### src/rtl/execute_stage.sv
// Execute stage: single-cycle ALU plus an iterative shift-add multiplier.
// Results, flags and writeback control are captured in the E/M pipeline
// register. A MUL stalls upstream while it iterates over the bits of B.
module execute_stage #(
  parameter int WIDTH        = 8,
  parameter int ADDRESSWIDTH = 3,
  parameter int SHIFTBITS    = 3
) (
  input  logic                    clock,
  input  logic                    reset,
  input  logic                    validE,
  input  logic [2:0]              aluOpE,
  input  logic                    useImmE,
  input  logic [WIDTH-1:0]        reg1ContentE,
  input  logic [WIDTH-1:0]        reg2ContentE,
  input  logic [WIDTH-1:0]        inmediateE,
  input  logic [ADDRESSWIDTH-1:0] writeAddressE,
  input  logic                    writeEnableE,
  input  logic                    flushE,
  output logic                    stallE,
  output logic [WIDTH-1:0]        resultM,
  output logic [ADDRESSWIDTH-1:0] writeAddressM,
  output logic                    writeEnableM,
  output logic                    validM,
  output logic [3:0]              flagsM,
  output logic                    o_dbg_busy
);

  // Handshake: stallE=1 means this stage cannot take a new instruction at the
  // next edge, so upstream must hold every E input stable; stallE=0 means the
  // instruction presented this cycle (if validE) is consumed at the edge.

  localparam logic [2:0] OP_ADD = 3'b000;
  localparam logic [2:0] OP_SUB = 3'b001;
  localparam logic [2:0] OP_AND = 3'b010;
  localparam logic [2:0] OP_OR  = 3'b011;
  localparam logic [2:0] OP_XOR = 3'b100;
  localparam logic [2:0] OP_LSL = 3'b101;
  localparam logic [2:0] OP_LSR = 3'b110;
  localparam logic [2:0] OP_MUL = 3'b111;

  localparam logic [SHIFTBITS-1:0] LAST_ITER = SHIFTBITS'(WIDTH - 1);

  typedef enum logic {S_IDLE = 1'b0, S_BUSY = 1'b1} state_t;

  state_t                  r_state;
  logic [SHIFTBITS-1:0]    r_count;
  logic [WIDTH-1:0]        r_a;
  logic [WIDTH-1:0]        r_b;
  logic [2*WIDTH-1:0]      r_acc;
  logic [ADDRESSWIDTH-1:0] r_wa;
  logic                    r_we;

  logic [WIDTH-1:0]        w_opb;
  logic [WIDTH:0]          w_sum;
  logic [WIDTH:0]          w_diff;
  logic [WIDTH-1:0]        w_res;
  logic                    w_c;
  logic                    w_v;
  logic [2*WIDTH-1:0]      w_addend;
  logic [2*WIDTH-1:0]      w_acc_next;
  logic [WIDTH-1:0]        w_prod_lo;
  logic                    w_prod_hi_nz;

  assign o_dbg_busy = (r_state == S_BUSY);
  assign w_opb      = useImmE ? inmediateE : reg2ContentE;
  assign w_sum      = {1'b0, reg1ContentE} + {1'b0, w_opb};
  assign w_diff     = {1'b0, reg1ContentE} - {1'b0, w_opb};

  // One shift-add step: add A shifted by the current bit position if that bit of B is set.
  assign w_addend     = r_b[r_count] ? ({{WIDTH{1'b0}}, r_a} << r_count) : '0;
  assign w_acc_next   = r_acc + w_addend;
  assign w_prod_lo    = w_acc_next[WIDTH-1:0];
  assign w_prod_hi_nz = |w_acc_next[2*WIDTH-1:WIDTH];

  // Single-cycle ALU result and C/V flags for the instruction in execute.
  always_comb begin
    w_res = '0;
    w_c   = 1'b0;
    w_v   = 1'b0;
    case (aluOpE)
      OP_ADD: begin
        w_res = w_sum[WIDTH-1:0];
        w_c   = w_sum[WIDTH];
        w_v   = (reg1ContentE[WIDTH-1] == w_opb[WIDTH-1]) &&
                (w_sum[WIDTH-1] != reg1ContentE[WIDTH-1]);
      end
      OP_SUB: begin
        w_res = w_diff[WIDTH-1:0];
        w_c   = ~w_diff[WIDTH];
        w_v   = (reg1ContentE[WIDTH-1] != w_opb[WIDTH-1]) &&
                (w_diff[WIDTH-1] != reg1ContentE[WIDTH-1]);
      end
      OP_AND:  w_res = reg1ContentE & w_opb;
      OP_OR:   w_res = reg1ContentE | w_opb;
      OP_XOR:  w_res = reg1ContentE ^ w_opb;
      OP_LSL:  w_res = reg1ContentE << w_opb[SHIFTBITS-1:0];
      OP_LSR:  w_res = reg1ContentE >> w_opb[SHIFTBITS-1:0];
      default: w_res = '0;
    endcase
  end

  // Stall while a MUL is being accepted or still has iterations left after this one.
  always_comb begin
    stallE = 1'b0;
    if (!reset && !flushE) begin
      if (r_state == S_IDLE) stallE = validE && (aluOpE == OP_MUL);
      else                   stallE = (r_count != LAST_ITER);
    end
  end

  // FSM and E/M register: bubble by default, overwritten when an instruction completes.
  always_ff @(posedge clock) begin
    if (reset) begin
      r_state       <= S_IDLE;
      r_count       <= '0;
      r_a           <= '0;
      r_b           <= '0;
      r_acc         <= '0;
      r_wa          <= '0;
      r_we          <= 1'b0;
      resultM       <= '0;
      writeAddressM <= '0;
      writeEnableM  <= 1'b0;
      validM        <= 1'b0;
      flagsM        <= '0;
    end else begin
      resultM       <= '0;
      writeAddressM <= '0;
      writeEnableM  <= 1'b0;
      validM        <= 1'b0;
      flagsM        <= '0;
      if (flushE) begin
        r_state <= S_IDLE;
        r_count <= '0;
      end else if (r_state == S_IDLE) begin
        if (validE && (aluOpE == OP_MUL)) begin
          r_a     <= reg1ContentE;
          r_b     <= w_opb;
          r_wa    <= writeAddressE;
          r_we    <= writeEnableE;
          r_acc   <= '0;
          r_count <= '0;
          r_state <= S_BUSY;
        end else if (validE) begin
          resultM       <= w_res;
          writeAddressM <= writeAddressE;
          writeEnableM  <= writeEnableE;
          validM        <= 1'b1;
          flagsM        <= {w_res[WIDTH-1], (w_res == '0), w_c, w_v};
        end
      end else begin
        if (r_count == LAST_ITER) begin
          resultM       <= w_prod_lo;
          writeAddressM <= r_wa;
          writeEnableM  <= r_we;
          validM        <= 1'b1;
          flagsM        <= {w_prod_lo[WIDTH-1], (w_prod_lo == '0), w_prod_hi_nz, 1'b0};
          r_state       <= S_IDLE;
          r_count       <= '0;
        end else begin
          r_acc   <= w_acc_next;
          r_count <= r_count + 1'b1;
        end
      end
    end
  end

endmodule

### config.mk
export PLATFORM = sky130hd
export DESIGN_NAME = execute_stage
export DESIGN_NICKNAME = d
export VERILOG_FILES = /design/src/rtl/execute_stage.sv
export SDC_FILE = /design/constraint.sdc
export NUM_CORES = 1
export LEC_CHECK = 0
export ABC_AREA = 1
export CORE_UTILIZATION = 40
export DETAILED_ROUTE_END_ITERATION = 8
export GPL_TIMING_DRIVEN = 1
export SLEW_MARGIN = 5
export SYNTH_ARGS = -nofsm -noshare
export SYNTH_HDL_FRONTEND = slang
export SYNTH_SLANG_ARGS = --single-unit
### constraint.sdc
create_clock -name clock -period 8.51 [get_ports clock]
set_input_delay 1.702 -clock clock [delete_from_list [all_inputs] [get_ports clock]]
set_output_delay 1.702 -clock clock [all_outputs]
set_load 0.005 [all_outputs]
== After elaboration in Yosys (flattened, before gate mapping) ==
Index checks and enable logic that the tools add are counted.
Storage, ports and cells
  ROM bits: 0
  output and inout bits: 19
  word-level logic and storage cells: 92
  RAM bits: 0
  bits of input ports: 36
  flip-flop bits (word level): 57
  memories kept: 0
  bits in latches: 0
Operators by class
  multiply operators: 0
  div/mod/pow operators: 0
  bitwise logic cells: 6
  add/subtract/negate cells: 4
  reductions and logical operators: 14
  order comparisons: 1
  multiplexer cells: 38
  equal/unequal tests: 14
  shifts and indexed selects: 3
Operators by type and width (number)
  16-bit 2-to-1 mux: 4
  8-bit case mux with 7 select lines: 1
  8-bit 2-to-1 mux: 5
  3-bit 2-to-1 mux: 7
  16-bit adder: 1
  8-bit zero test: 2
  4-bit 2-to-1 mux: 4
  8-bit by 3-bit << shifter with 16-bit output: 1
  3-bit == test (second input constant): 5
  1-bit 2-to-1 mux: 14
  8-bit by 8-bit adder with 9-bit output: 1
  8-bit by 8-bit subtractor with 9-bit output: 1
  8-bit AND: 1
  8-bit bitwise OR: 1
  8-bit OR reduction: 1
  8-bit by 3-bit << shifter with 8-bit output: 1
  8-bit by 3-bit >> shifter with 8-bit output: 1
  8-bit bitwise XOR: 1
  3-bit by 2-bit == test with 1-bit output (second input constant): 2
  3-bit AND reduction: 2
  1-bit logical AND: 4
  3-bit by 4-bit < comparator with 1-bit output (second input constant): 1
  1-bit case mux with 2 select lines: 2
  3-bit by 1-bit adder with 3-bit output (second input constant): 1
  11 further kinds: 16

== Logic depth before layout (Yosys ltp) ==
Gate-level depths: netlist of run 1.
  depth in word-level cells: 8
  depth in mapped cells: 25
  mapped depth without buffers: 23

== Worst setup path before layout of run 1 ==
No wires, ideal clock.
  kind: input port to output port
  start: input aluOpE[2]
  end: output stallE
  data required time: 6.808 ns
  stages on the path: 7
  arrival time: 2.673 ns
  slack: 4.135 ns
  buffers on the path: 1
  cell sequence: inv_2 > nor3_2 > a21oi_2 > nor3_2 > inv_2 > clkbuf_1 > nor2_1
Between the ends
  word-level cells in the longest chain between the ends: 4
RTL lines
  start, declared: RTL line 12  | input logic [2:0] aluOpE,
  3-bit == test: RTL line 107  | if (r_state == S_IDLE) stallE = validE && (aluOpE == OP_MUL);
  1-bit logical AND: RTL line 107
  1-bit 2-to-1 mux: RTL line 107
  1-bit 2-to-1 mux: RTL line 106  | if (!reset && !flushE) begin
  end, declared: RTL line 20  | output logic stallE,
Every way passes these cells.

== Worst setup path in the final report of run 1 ==
  start: input aluOpE[1]
  end: output stallE
The elaborated chain is that of the path after synthesis.

==> results of run 1 <==
-- metrics by stage --
step	utilization, %	setup WS [ns]	power [W]	cells	area (µm²)
after global placement	47.0	3.04	0.000441	1042	5710
final	48.2	2.97	0.000665	1050	5860
after floorplan	-	4.13	0.000384	843	5070
after CTS	48.2	2.98	0.000668	1050	5860
after detailed placement	47.0	2.97	0.000444	1042	5710
after global routing	48.2	2.83	0.000701	1050	5860
-- metal layers --
| metal | GRT usage (%) | vias to the layer above | routed length, µm |
|---|---|---|---|
| met1 | 34.1 | 2453 | 7440 |
| met4 | 9.70 | 0 | 439 |
| met2 | 39.8 | 189 | 7140 |
| li1 | - | 2835 | - |
| met3 | 5.08 | 31 | 1020 |
| met5 | 0 | - | 0 |
-- worst paths after layout --
path / from / end / slack (ns) / cells past startpoint
worst max register to register: r_count[0] / flagsM[1] / 4.76 / 20
worst min register to register: r_b[6] / r_b[6] / 0.46 / 2
worst max-delay path: aluOpE[1] / stallE / 2.97 / 8
worst min-delay path: r_b[6] / r_b[6] / 0.46 / 2
-- final cells by class --
type                       instances  area (µm²)  share of cell area (%)
timing repair buffer              58         571                    9.73
sequential                        56        1120                    19.1
multi-input combinational        666        3460                    59.0
tap                              168         210                    3.59
inverter                          94         353                    6.02
clock inverter                     3        25.0                   0.427
clock buffer                       5         125                    2.13
-- cells in the final DEF, fill, tap and decap left out, drive strengths merged, types with 2 or more instances in the layout --
| cell type | n |
|---|---|
| buf | 4 |
| dfxtp | 56 |
| xor2 | 8 |
| a21oi | 78 |
| or2 | 8 |
| clkbuf | 5 |
| inv | 95 |
| nand3 | 94 |
| nor2 | 85 |
| ha | 42 |
| nand2 | 242 |
| nand4 | 7 |
| o211ai | 3 |
| a21boi | 2 |
| nor4 | 3 |
| o21ai | 64 |
| clkdlybuf4s50 | 54 |
| fa | 3 |
| nand3b | 5 |
| nor3 | 12 |
| a211oi | 2 |
| a31oi | 2 |
-- critical path, stage by stage --
cell	delay, ns
clkdlybuf4s50_1	0.56
inv_1	0.13
nor3_2	0.22
a21oi_2	0.12
nor3_2	0.23
inv_2	0.22
nor2_1	0.13
clkdlybuf4s50_1	0.50
-- kinds of logic (layout without fill, tap and decap cells) --
| family | Yosys count | in the layout | share of synthesized area [%] |
|---|---|---|---|
| simple gates | 456 | 456 | 38.6 |
| compound gates | 155 | 155 | 16.3 |
| buf+inv | 121 | 160 | 9.70 |
| flops | 56 | 56 | 22.1 |
| fa+ha+maj | 45 | 45 | 11.5 |
| xor+xnor | 9 | 9 | 1.55 |
| mux | 1 | 1 | 0.197 |
-- sequential cells by signal, indices dropped and copies added (netlist names), 3 cells and up --
register	count
r_a	8
writeAddressM	3
r_wa	3
r_count	3
resultM	7
flagsM	4
r_b	8
r_acc	16
-- power by group through the flow --
stage	Clock, W	Sequential, W	Combinational (W)
after floorplan	0	0.000274	0.000110
after global placement	0	0.000274	0.000167
after detailed placement	0	0.000274	0.000170
after CTS	0.000229	0.000268	0.000171
after global routing	0.000240	0.000268	0.000193
final	0.000224	0.000268	0.000173
==> results.json, run 1 <==
{
  "ir_drop_uv": 81.7,
  "rsz0062_at_grt": "no",
  "ys_warn_count": 0,
  "synth_nets": 924,
  "status": "finished clean",
  "fp.dieH_um": 115,
  "fin_hold_ws_ns": 0.460,
  "grt_max_degree": 34,
  "wl_per_cell_um": 15.3,
  "cp.required_ns": 6.81,
  "ys_seq_area_share_pct": 22.1,
  "core_mm2": 0.0122,
  "relSlewSlack_pct": 30.1,
  "critPathKind": "in -> out",
  "root_buffer": "clkbuf_16",
  "power.leakage_nw": 2.75,
  "post_cts_buffers": 0,
  "netlist_instances": 843,
  "htree_num_levels": 2,
  "period_share_pct": 65.1,
  "p_sw_w": 0.000225,
  "num_vias": 5508,
  "yosys.area.top_type": "dfxtp_1",
  "place_congestion": 0.967,
  "min_path_type": "reg -> reg",
  "antenna_left": 0,
  "dr.pass1.iters": 5,
  "synth_edf_count": 0,
  "die_w_um": 115,
  "numPortBuffers": 54,
  "clk_path_buf_depth": 2,
  "cp.arrival_ns": 3.84,
  "final-setup-viol-count": 0,
  "die_area_mm2": 0.0131,
  "nets": 962,
  "worstMarginPinSlew_ns": 1.04,
  "slew_violations": 0,
  "final.min_clock_period_ns": 5.54,
  "hold_viol_final": 0,
  "grt_pass1_vias": 5057,
  "p_int_w": 0.000440,
  "drt_iter0_drc": 485,
  "dpl.hpwl_um": 12800,
  "num_rows": 40,
  "path_clk_slew_ns": 0.08,
  "clock_skew_ns": 0.0184,
  "diodes": 0,
  "cts_tree": "yes",
  "post_cts_resized": 0,
  "ctsHoldBuffers": 0,
  "fillers": 1318,
  "layout-drive-gt1-share_pct": 3.97,
  "synth_flop_cell": "dfxtp_1",
  "antenna_found_initial": 0,
  "tns_ns": 0,
  "avgSynthCellArea_um2": 6.01,
  "crit_path_end_kind": "output pin",
  "p_seq_share_pct": 40.3,
  "synthTopCellsByArea": "dfxtp_1, nand2_1, ha_1",
  "drv_cap": 0,
  "ys_types": 40,
  "start_kind": "primary input",
  "pwr-share-comb_pct": 26.0,
  "overflow": 0,
  "clk_latency_ns": 0.31,
  "pwr-share-clk_pct": 33.7,
  "ys_seq_elements": 56,
  "io-pin-count": 55,
  "pwr_density_cell_mw_per_mm2": 113,
  "cp_max_fo": 19,
  "grt_usage_pct": 25.3,
  "max_freq_ghz": 0.181,
  "area_delta_synth_final_pct": 15.6,
  "start_util_pct": 41.7,
  "numCtsBuffers": 5,
  "grt_pass1_wl_um": 25700,
  "syn_area_mm2": 0.00507,
  "synth_common_cells": "nand2_1, nand3_1, inv_1",
  "cts.sinks": 56,
  "route.detailed.drc": 0,
  "switching_share_pct": 33.8,
  "netlist.area_leader.share_pct": 22.1,
  "async_flop_share_pct": 0,
  "via_per_inst": 5.25,
  "drt_wl_total_um": 16000,
  "synth.most_common_cell": "nand2_1"
}
Note: power is estimated with default switching activity, not from simulation.
==> run 2, diff against run 1 <==
Clock period 8.51 ns to 5.7 ns, I/O delays scaled along.
==> results.json, run 2 (synthesized netlist as in run 1, its figures left out) <==
{
  "status": "finished clean",
  "dr.pass1.iters": 5,
  "num_rows": 40,
  "cp.arrival_ns": 3.26,
  "start_util_pct": 41.7,
  "clk_path_buf_depth": 2,
  "pwr_density_cell_mw_per_mm2": 166,
  "slowest_stage": "clkdlybuf4s50_1",
  "dp.cells": 1042,
  "cts.sinks": 56,
  "tns_ns": 0,
  "relSlewSlack_pct": 25.8,
  "rsz0062_at_grt": "no",
  "grt_usage_pct": 25.1,
  "r2r_slack_ns": 1.97,
  "max_freq_ghz": 0.227,
  "io-pin-count": 55,
  "min_path_type": "reg -> reg",
  "antenna_left": 0,
  "nets": 962,
  "post_cts_buffers": 0,
  "post_cts_resized": 0,
  "root_buffer": "clkbuf_16",
  "grt_pass1_wl_um": 25500,
  "die_area_mm2": 0.0131,
  "wl_per_cell_um": 15.1,
  "crit_chain": "clkdlybuf4s50_1 > inv_1 > nor3_2 > a21oi_2 > nor3_2 > inv_2 > nor2_1 > clkdlybuf4s50_1",
  "diodes": 0,
  "final.min_clock_period_ns": 4.40,
  "r2r_cells": 17,
  "power.leakage_nw": 2.74,
  "worstMarginPinSlew_ns": 1.10,
  "fp.dieH_um": 115,
  "hold_viol_final": 0,
  "max_stage_delay_ns": 0.56,
  "worstReg2RegStart": "r_count[0]",
  "drt_wl_total_um": 15800,
  "via_per_inst": 5.26,
  "fillers": 1292,
  "fin_hold_ws_ns": 0.467,
  "slew_violations": 0,
  "area_delta_synth_final_pct": 15.4,
  "drt_iter0_drc": 452,
  "core_mm2": 0.0122,
  "layout-drive-gt1-share_pct": 3.86,
  "final_cell_mix": "nand2_1, nand3_1, inv_1, nor2_1, a21oi_1",
  "top_regs": "r_acc x16, r_a x8, r_b x8",
  "antenna_found_initial": 0,
  "cts_tree": "yes",
  "critPathKind": "in -> out",
  "final-setup-viol-count": 0,
  "route.detailed.drc": 0,
  "ir_drop_uv": 148,
  "crit_end": "stallE",
  "largest-register": "r_acc",
  "ctsHoldBuffers": 0,
  "die_w_um": 115,
  "place_congestion": 0.940,
  "final_common_cell": "nand2_1",
  "cp_max_fo": 19,
  "grt_max_degree": 34,
  "final_cells": 1049,
  "cp.required_ns": 4.56,
  "start_kind": "primary input",
  "grt_pass1_vias": 5082,
  "numPortBuffers": 54,
  "period_share_pct": 77.3,
  "path_clk_slew_ns": 0.07,
  "regArea_mm2": 0.00112,
  "drv_cap": 0,
  "largest_reg_flops": 16,
  "overflow": 0,
  "clk_latency_ns": 0.31,
  "num_vias": 5515,
  "critPathLaunch": "aluOpE[1]",
  "crit_path_end_kind": "output pin",
  "timing.rr.end": "flagsM[1]",
  "dpl.hpwl_um": 12600,
  "numCtsBuffers": 5,
  "htree_num_levels": 2,
  "multi_input_area_mm2": 0.00346,
  "clock_skew_ns": 0.00651
}
[run 2: cell count changes in the layout (fill, tap and decap cells not counted)]
| cell | previous run | this run |
|---|---|---|
| inv_6 | 2 | 0 |
| clkinv_2 | 0 | 1 |
[run 2: stage by stage]
| step | total power [W] | worst slack (ns) | instance area (µm²) | util, % |
|---|---|---|---|---|
| CTS | 0.000979 | 1.27 | 5850 | 48.1 |
| floorplan | 0.000574 | 2.45 | 5070 | - |
| global route | 0.00102 | 1.09 | 5850 | 48.1 |
| finish | 0.000974 | 1.30 | 5850 | 48.1 |
| global placement | 0.000661 | 1.33 | 5710 | 47.0 |
| detailed placement | 0.000663 | 1.28 | 5710 | 47.0 |
[run 2: worst min path at each step]
stage                     cells after the start          endpoint    start  slack, ns
after floorplan                               2            r_b[6]   r_b[6]       0.43
after detailed placement                      2      writeEnableM     r_we       0.45
after CTS                                     2            r_b[5]   r_b[5]       0.47
after global routing                          2            r_b[6]   r_b[6]       0.49
after global placement                        2            r_b[6]   r_b[6]       0.45
final                                         2  writeAddressM[0]  r_wa[0]       0.47
[run 2: layer usage]
layer	up-vias	track usage (%)	routed length, µm
met5	-	0	0
met4	0	6.84	261
met3	20	3.86	858
met2	183	41.6	7110
met1	2486	33.9	7560
li1	2826	-	-
[run 2: power breakdown]
group	switching (W)	internal, W	total (W)
clock network	0.000154	0.000160	0.000315
logic	0.000166	0.0000935	0.000259
registers	0.00000294	0.000397	0.000400
[run 2: cell type report]
cell class	count	area share (%)
Clock buffer	5	2.14
Timing Repair Buffer	58	9.75
Inverter	94	6.03
Sequential cell	56	19.2
Clock inverter	2	0.214
Multi-Input combinational cell	666	59.1
Tap cell	168	3.59
[run 2: worst max-delay path: cells and delay by family]
| family | cells | cell delay, ns |
|---|---|---|
| buffers and inverters | 4 | 1.39 |
| AOI/OAI and AO/OA | 1 | 0.13 |
| and+or+nand+nor | 3 | 0.59 |
